File: config.mk
export PLATFORM = sky130hd
export DESIGN_NAME = uart_tx_arbiter
export DESIGN_NICKNAME = d
export VERILOG_FILES = /design/src/rtl/uart_arb_pkg.sv /design/src/rtl/uart_tx_arbiter_rr_picker.sv /design/src/rtl/uart_tx_arbiter.sv
export SDC_FILE = /design/constraint.sdc
export NUM_CORES = 1
export LEC_CHECK = 0
export ABC_AREA = 1
export ABC_CLOCK_PERIOD_IN_PS = 1300
export CAP_MARGIN = 20
export CORE_MARGIN = 3
export CORE_UTILIZATION = 35
export DETAILED_ROUTE_END_ITERATION = 6
export PLACE_DENSITY_LB_ADDON = 0.1
export SYNTH_ARGS = -nofsm -noshare
export SYNTH_HDL_FRONTEND = slang
export SYNTH_SLANG_ARGS = --single-unit
File: constraint.sdc
create_clock -name clk -period 1.3 [get_ports clk]
set_input_delay 0.13 -clock clk [delete_from_list [all_inputs] [get_ports clk]]
set_output_delay 0.13 -clock clk [all_outputs]
set_load 0.01 [all_outputs]
File: src/rtl/uart_arb_pkg.sv
// Shared types and constants for the UART TX message arbiter and its producers.
package uart_arb_pkg;

    // Default requester count and fixed requester slots
    localparam int unsigned N_REQ_DEFAULT = 4;
    localparam int unsigned REQ_DHT11     = 0;
    localparam int unsigned REQ_SR04      = 1;
    localparam int unsigned REQ_KEY       = 2;
    localparam int unsigned REQ_TIME      = 3;

    // Line terminators producers use for their final byte
    localparam logic [7:0] CR = 8'h0D;
    localparam logic [7:0] LF = 8'h0A;

    typedef enum logic [0:0] {
        StIdle,
        StBusy
    } arb_state_e;

endpackage

File: src/rtl/uart_tx_arbiter_rr_picker.sv
// Round-robin picker: first valid requester scanning upward from rr_ptr_i with wrap.
module rr_picker #(
    parameter int unsigned N_REQ = 4,
    parameter int unsigned IdxW  = 2
) (
    input  logic [N_REQ-1:0] req_valid_i,
    input  logic [IdxW-1:0]  rr_ptr_i,
    output logic [N_REQ-1:0] pick_o,
    output logic             any_valid_o
);

    logic [2*N_REQ-1:0] dbl_valid;
    logic [2*N_REQ-1:0] dbl_pick;
    logic [N_REQ-1:0]   rot_valid;
    logic [N_REQ-1:0]   rot_pick;

    // Rotate so rr_ptr_i sits at bit 0, isolate lowest set bit, rotate back
    always_comb begin
        dbl_valid   = {req_valid_i, req_valid_i} >> rr_ptr_i;
        rot_valid   = dbl_valid[N_REQ-1:0];
        rot_pick    = rot_valid & (~rot_valid + N_REQ'(1));
        dbl_pick    = {rot_pick, rot_pick} << rr_ptr_i;
        pick_o      = dbl_pick[2*N_REQ-1:N_REQ];
        any_valid_o = |req_valid_i;
    end

endmodule

File: src/rtl/uart_tx_arbiter.sv
// Message-level round-robin arbiter in front of the UART TX FIFO push port.
// A grant is held for a whole message (until a byte with last=1 is pushed).
// Optional owner-idle abort is built when ARB_TIMEOUT_EN is defined.
module uart_tx_arbiter
    import uart_arb_pkg::*;
#(
    parameter int unsigned N_REQ   = N_REQ_DEFAULT,
    parameter int unsigned TIMEOUT = 1_000_000
) (
    input  logic               clk,
    input  logic               rst,
    input  logic [N_REQ-1:0]   req_valid_i,
    input  logic [8*N_REQ-1:0] req_data_i,
    input  logic [N_REQ-1:0]   req_last_i,
    output logic [N_REQ-1:0]   req_ready_o,
    input  logic               fifo_full_i,
    output logic               fifo_push_o,
    output logic [7:0]         fifo_wdata_o,
    output logic [N_REQ-1:0]   grant_o,
    output logic               busy_o,
    output logic               timeout_abort_o
);

    localparam int unsigned IdxW = (N_REQ > 1) ? $clog2(N_REQ) : 1;

    arb_state_e       state_q;
    logic [N_REQ-1:0] grant_q;
    logic [IdxW-1:0]  owner_q;
    logic [IdxW-1:0]  rr_ptr_q;

    logic [N_REQ-1:0] pick;
    logic             any_valid;
    logic [IdxW-1:0]  pick_idx;
    logic [IdxW-1:0]  next_ptr;
    logic [7:0]       data_arr [N_REQ];
    logic             owner_valid;
    logic             owner_last;
    logic             transfer;

`ifdef ARB_TIMEOUT_EN
    localparam int unsigned CntW = (TIMEOUT > 1) ? $clog2(TIMEOUT) : 1;
    logic [CntW-1:0] idle_cnt_q;
    logic            timeout_abort_q;
    assign timeout_abort_o = timeout_abort_q;
`else
    logic unused_timeout;
    assign unused_timeout  = ^TIMEOUT;
    assign timeout_abort_o = 1'b0;
`endif

    rr_picker #(
        .N_REQ (N_REQ),
        .IdxW  (IdxW)
    ) u_rr_picker (
        .req_valid_i (req_valid_i),
        .rr_ptr_i    (rr_ptr_q),
        .pick_o      (pick),
        .any_valid_o (any_valid)
    );

    // Encode one-hot pick, slice per-requester bytes, compute the post-message pointer
    always_comb begin
        pick_idx = '0;
        for (int unsigned i = 0; i < N_REQ; i++) begin
            data_arr[i] = req_data_i[8*i +: 8];
            if (pick[i]) begin
                pick_idx = IdxW'(i);
            end
        end
        next_ptr    = (owner_q == IdxW'(N_REQ - 1)) ? '0 : owner_q + 1'b1;
        owner_valid = req_valid_i[owner_q];
        owner_last  = req_last_i[owner_q];
        transfer    = (state_q == StBusy) && owner_valid && !fifo_full_i;
    end

    // Owner-side handshake and FIFO write port; FIFO full gates ready in the same cycle
    always_comb begin
        req_ready_o  = '0;
        fifo_push_o  = 1'b0;
        fifo_wdata_o = '0;
        if (state_q == StBusy) begin
            req_ready_o[owner_q] = !fifo_full_i;
            if (transfer) begin
                fifo_push_o  = 1'b1;
                fifo_wdata_o = data_arr[owner_q];
            end
        end
    end

    // Arbitration FSM: grant in IDLE, hold until last byte (or idle abort)
    always_ff @(posedge clk or posedge rst) begin
        if (rst) begin
            state_q         <= StIdle;
            grant_q         <= '0;
            owner_q         <= '0;
            rr_ptr_q        <= '0;
`ifdef ARB_TIMEOUT_EN
            idle_cnt_q      <= '0;
            timeout_abort_q <= 1'b0;
`endif
        end else begin
`ifdef ARB_TIMEOUT_EN
            timeout_abort_q <= 1'b0;
`endif
            case (state_q)
                StIdle: begin
                    if (any_valid) begin
                        state_q    <= StBusy;
                        grant_q    <= pick;
                        owner_q    <= pick_idx;
`ifdef ARB_TIMEOUT_EN
                        idle_cnt_q <= '0;
`endif
                    end
                end
                StBusy: begin
                    if (transfer && owner_last) begin
                        state_q  <= StIdle;
                        grant_q  <= '0;
                        rr_ptr_q <= next_ptr;
                    end
`ifdef ARB_TIMEOUT_EN
                    // FIFO-full stalls keep owner_valid high, so they never count
                    else if (owner_valid) begin
                        idle_cnt_q <= '0;
                    end else if (idle_cnt_q == CntW'(TIMEOUT - 1)) begin
                        state_q         <= StIdle;
                        grant_q         <= '0;
                        rr_ptr_q        <= next_ptr;
                        idle_cnt_q      <= '0;
                        timeout_abort_q <= 1'b1;
                    end else begin
                        idle_cnt_q <= idle_cnt_q + 1'b1;
                    end
`endif
                end
                default: state_q <= StIdle;
            endcase
        end
    end

    assign grant_o = grant_q;
    assign busy_o  = (state_q == StBusy);

endmodule
# After elaboration in Yosys (flattened, before gate mapping)
# Index checks and enable logic that the tools add are counted.
# W data, S select, Z words.
dict set report classes {
  n_reduce_logical 9
  n_bitwise 5
  mux 24
  magnitude_cmp 3
  addsub 2
  n_shift 2
  eq_ne 3
}
# op count
set ops {}
lappend ops {{$mux W8} 4}
lappend ops {{$bmux W8 S2} 1}
lappend ops {{$mux W4} 3}
lappend ops {{$and A4 B4 Y4} 2}
lappend ops {{$mux W1} 8}
lappend ops {{$pmux W4 S2} 1}
lappend ops {{$shl A8 B2 Y8} 1}
lappend ops {{$shr A8 B2 Y4} 1}
lappend ops {{$mux W2} 3}
lappend ops {{$reduce_and A2 Y1} 3}
lappend ops {{$add A4 B1 Y4 const B} 1}
lappend ops {{$bmux W1 S2} 2}
lappend ops {{$logic_and A1 B1 Y1} 4}
lappend ops {{$not A4 Y4} 1}
lappend ops {{$reduce_or A4 Y1} 1}
lappend ops {{$ge A3 B3 Y1 const B} 1}
lappend ops {{$lt A2 B3 Y1 const B} 1}
lappend ops {{$not A2 Y3} 1}
lappend ops {{$add A2 B1 Y2 const B} 1}
lappend ops {{$demux W1 S2} 1}
lappend ops {{$eq A2 B2 Y1 const B} 1}
lappend ops {{$ge A2 B1 Y1 const B} 1}
lappend ops {{$ne A2 B1 Y1 const B} 1}
lappend ops {{$ne A2 B2 Y1 const B} 1}
lappend ops {{other kinds (3)} 3}
dict set report word_totals {
  out_inout_bits 19
  input_bits 43
  reg_bits 9
  wordCells 52
}

# Longest topological paths before layout
# Gate-level depths: netlist of the first run.
dict set report logic_depth {
  ltp_word 8
  mapped_depth 14
  mapped_depth_nobuf 13
}

# Cells and area by module
# From an unflattened synthesis of the first run, not the netlist that was laid out.
dict set report hier_totals {
  hier_cells 203
  area_unflattened_um2 1251.2
}
# mod n_inst area_per_inst_um2 cells_each
set by_module_without_submodules {}
lappend by_module_without_submodules {uart_tx_arbiter 1 959.7 150}
lappend by_module_without_submodules {rr_picker 1 291.5 53}

# Worst setup path after synthesis of the first run
# No wires, ideal clock.
dict set report synth_timing {
  path_kind {reg2out}
  from {register owner_q[0]}
  to {output port req_ready_o[0]}
  t_arrival_ps 1316
  t_required_ps 1170
  path_stages_with_launch 7
  path_slack_ps -146
  path_buffers 2
  path_cell_list {dfrtp_1 -> inv_1 -> buf_2 -> clkbuf_1 -> ha_1 -> inv_1 -> nor2_1}
}
dict set report synth_between {
  elab_chain_len 6
  word_cells_on_any_way 7
  classes_between {order compare (2); mux (3); bitwise (1); reduce/logical (1)}
}
# item line
set synth_lines {}
lappend synth_lines {{start: declaration} uart_tx_arbiter.sv:28} ;# logic [IdxW-1:0] owner_q;
lappend synth_lines {{start signal: assignment} uart_tx_arbiter.sv:110} ;# owner_q <= pick_idx;
lappend synth_lines {{$lt A2 B3 Y1 (implied by the code) or $ge A2 B1 Y1 (tied branches)} uart_tx_arbiter.sv:82} ;# req_ready_o[owner_q] = !fifo_full_i;
lappend synth_lines {{$logic_and A1 B1 Y1 (implied by the code)} uart_tx_arbiter.sv:82}
lappend synth_lines {{$mux W1 (implied by the code)} uart_tx_arbiter.sv:82}
lappend synth_lines {{$demux W1 S2 (*)} uart_tx_arbiter.sv:82}
lappend synth_lines {{$and A4 B4 Y4 (no line) (*)} n/a}
lappend synth_lines {{$mux W4 (*)} uart_tx_arbiter.sv:81} ;# if (state_q == StBusy) begin
lappend synth_lines {{end: declaration} uart_tx_arbiter.sv:15} ;# output logic [N_REQ-1:0] req_ready_o,
# Mark *: on every way between the ends. The rest lies on a longest branch, timed or not.

# Worst setup path after layout of the first run
dict set report layout_timing {
  from {register owner_q[0]}
  to {output port fifo_wdata_o[5]}
}
dict set report layout_between {
  elab_chain_len 6
  word_cells_on_any_way 10
  classes_between {mux (7); bitwise (1); reduce/logical (2)}
}
# item line
set layout_lines {}
lappend layout_lines {{$not A2 Y3 (implied by the code) or $bmux W1 S2 (tied branches)} {uart_tx_arbiter.sv:85, uart_tx_arbiter.sv:71}}
lappend layout_lines {{$bmux W8 S2 or $mux W1 (tied branches)} {uart_tx_arbiter.sv:85, uart_tx_arbiter.sv:71}}
lappend layout_lines {{$mux W8 (implied by the code) or $logic_and A1 B1 Y1 (tied branches) (2 in a row)} {uart_tx_arbiter.sv:85, uart_tx_arbiter.sv:73}}
lappend layout_lines {{$mux W8 (*)} uart_tx_arbiter.sv:83} ;# if (transfer) begin
lappend layout_lines {{$mux W8 (*)} uart_tx_arbiter.sv:81}
lappend layout_lines {{end: declaration} uart_tx_arbiter.sv:18} ;# output logic [7:0] fifo_wdata_o,
# Mark *: on every way between the ends. The rest lies on a longest branch, timed or not. The select of a mux whose other input is x is not followed.

==> results of run 1 <==
[worst min-delay path by stage]
| stage | startpoint | end | depth (start not counted) |
|---|---|---|---|
| 6_report | rst | busy_o | 2 |
| 5_1_grt | rst | grant_o[0] | 2 |
| 4_1_cts | rst | busy_o | 2 |
| 3_5_place_dp | rst | grant_o[1] | 2 |
| 3_3_place_gp | rst | grant_o[3] | 2 |
| 2_1_floorplan | rst | busy_o | 1 |
[metrics by stage]
stage	utilization	instance area (sq um)	hold slack [ns]
floorplan	-	1170	-0.0421
global placement	0.674	1940	0.404
detailed placement	0.674	1940	0.408
CTS	0.729	2100	0.124
global route	0.749	2160	0.148
finish	0.749	2160	0.121
[registers in the layout (all words and copies together), names as in the netlist]
signal and flops:
owner_q 2, busy_o 1, grant_o 4, rr_ptr_q 2
[routing by layer]
layer / global-route usage / routed length (microns) / vias to the layer above
met5: 0 / 0 / -
met4: 0.0221 / 31 / 0
met3: 0.0432 / 235 / 4
met2: 0.421 / 2280 / 51
met1: 0.262 / 1770 / 691
li1: - / - / 767
[Yosys cell counts, types with 2 or more instances]
cell	count
a21oi_1	12
buf_2	4
o21ai_0	20
nand2_2	6
nand2_4	3
o21ai_1	4
nand4_1	3
buf_6	2
clkbuf_1	2
inv_1	14
dfrtp_1	9
nand2_1	35
nand3_2	5
nand3_1	12
inv_2	2
ha_1	4
nor2_1	37
[power by group through the flow]
stage	clock, W	combinational (W)	sequential [W]
2_1_floorplan	0	0.00201	0.000523
3_3_place_gp	0	0.00304	0.000587
3_5_place_dp	0	0.00313	0.000594
4_1_cts	0.000225	0.00360	0.000613
5_1_grt	0.000243	0.00413	0.000638
6_report	0.000219	0.00375	0.000618
[placed cells by master, fill, tap and decap left out, types with 2 or more instances in the layout]
cell type	instances
o21ai_0	10
o21ai_2	3
nand2_1	26
nand3_1	8
inv_2	3
nor2_2	3
nand4_1	3
inv_1	9
buf_6	8
a21oi_1	3
buf_2	12
nand2_4	7
dfrtp_2	3
dfrtp_1	6
ha_1	2
clkdlybuf4s50_1	42
nand2_2	11
a21oi_2	8
nand3_2	7
nor2_1	34
inv_4	4
o21ai_1	11
nand3_4	2
dlymetal6s2s_1	4
a21oi_4	2
clkbuf_4	3
buf_4	26
[area by class of cell]
| class | instances | area [sq um] | area share |
|---|---|---|---|
| Multi-Input combinational cell | 146 | 913 | 0.424 |
| Inverter | 18 | 90.1 | 0.0418 |
| Tap cell | 42 | 52.6 | 0.0244 |
| Sequential cell | 9 | 229 | 0.106 |
| Timing Repair Buffer | 94 | 845 | 0.392 |
| Clock buffer | 4 | 26.3 | 0.0122 |
[kinds of logic (layout without fill, tap and decap cells)]
| logic type | count (synthesis) | in the layout | share of synthesized area |
|---|---|---|---|
| DFF | 9 | 9 | 0.204 |
| and+or+nand+nor | 102 | 102 | 0.436 |
| AOI/OAI and AO/OA | 39 | 39 | 0.192 |
| other | 1 | 1 | 0.00339 |
| adders and majority gates | 4 | 4 | 0.0453 |
| buffers and inverters | 27 | 116 | 0.120 |
[repair_timing]
item | 4_1_cts | 5_1_grt
pin swaps | 15 | 10
buffers inserted | 7 | 4
gates cloned | 1 | 0
resized for setup | 101 | 16
setup endpoints to repair | 23 | 26
==> results.toml, run 1 <==
[synth]
netlist_top_cells_area = "dfrtp_1 (20%), nor2_1 (13%), nand2_1 (12%)"
netlist_instances = 182
ys_warn_count = 0
synth_top_area_frac = 0.204
synth.cell_area_sq_um = 1110
synth-edff-count = 0
synth_flop_cell = "dfrtp_1"
yosysTopAreaCell = "dfrtp_1"
ys_async_sr_fraction = 1.00
seq_area_frac_synth = 0.204
avgSynthCellArea_sq_um = 6.08
ys_ff_latch = 9
synthDistinctLibCells = 25
synth_nets = 229

[finish]
areaGrowthSynthToFinish_pct = 94.9
nets = 319
fillers = 231
final_cell_count_no_fill = 313
drive_gt1_frac = 0.406
antenna_cells = 0

[detailed_routing]
vias = 1513
vias_per_cell = 4.83
wl_per_cell_microns = 13.8
ant_nets = 0
drc = 0
drt_wl_total_mm = 4.32
first_iter_violations = 69
dr.pass1.iters = 4

[global_route]
grt_pass1_wl_mm = 7.07
grt_overflow = 0
grt_usage = 0.221
grt_max_degree = 20
antenna_found_initial = 0
grt_pass1_vias = 1586

[clock_network]
ctsHoldBuffers = 0
cts.clk_slew.worst_paths_ns = 0.07
cts_root_buf = "clkbuf_4"
htreeDepth = 1
cts_tree = "done"
clk_latency_ns = 0.26
cts_buffer_depth = 2
clock_sinks = 9
cts_buffers = 3

[setup_path]
cp-end-kind = "output port"
cpPeakStageDelay_ns = 0.43
path_cells = "inv_4, a21oi_4, o21ai_2, a21oi_4, inv_4, a21oi_2, buf_2"
path_buf_inv = 3
slowest_stage = "dfrtp_2"
timing_worst_setup_path_type = "reg -> out"
cp-startpoint = "owner_q[0]"
worstPathMaxFanout = 8
rr_endpoint = "grant_o[3]"
start_kind = "flip-flop"
r2r-start = "owner_q[0]"
ff2ff_setup_slack_ns = -0.37
path_depth = 7
reg2regPathDepth = 12
critPathArrivalTime_ns = 1.55
cp-endpoint = "fifo_wdata_o[5]"
required_ns = 1.17
path_delay_family = "compound AO/OA/AOI/OAI gates"

[sta]
hold_violations = 0
fin_skew_ns = 0.00704
fmaxAchievable_ghz = 0.597
fin_crit_sh = 1.29
fin_crit_ns = 1.68
slew_violations = 0
rsz0062_at_grt = "yes"
setup_ws_ns = -0.376
totalNegativeSetupSlack_ns = -6.85
finalSetupViolations = 22

[pwr]
p_sw_w = 0.00234
powerDensity_nw_per_um2 = 2130
p_seq_frac = 0.135
p_leak_nw = 1.06
ir_worst_vdd_uv = 1240
p_int_w = 0.00224
swShare = 0.511
p_clk_frac = 0.048
p_total_w = 0.00459
combPwrFrac = 0.817

[placement]
pre_cts_ws_ns = -0.759
dp.final_hpwl_mm = 3.24
placed_cells = 299
gp_congestion = 0.847
io_buffers = 60

[die]
placementRows = 19
initial_core_util = 0.385
core_area_sq_um = 2880
die-area_sq_um = 3870
ios = 62
die_h_microns = 62.2
die_w_microns = 62.2

[hold_path]
hold_class = "in -> async"

[run_status]
violations = "setup timing"
outcome = "complete, but fails checks"

[flow_run]
cap_violations = 0
Power figures use the tool's default switching activity.
==> run 2, diff against run 1 <==
--- a/config.mk
+++ b/config.mk
@@ -6,7 +6,6 @@
 export NUM_CORES = 1
 export LEC_CHECK = 0
 export ABC_AREA = 1
-export ABC_CLOCK_PERIOD_IN_PS = 1300
 export CAP_MARGIN = 20
 export CORE_MARGIN = 3
 export CORE_UTILIZATION = 35
==> results of run 2 <==
Final layout, timing and power as in run 1 (identical DEF).
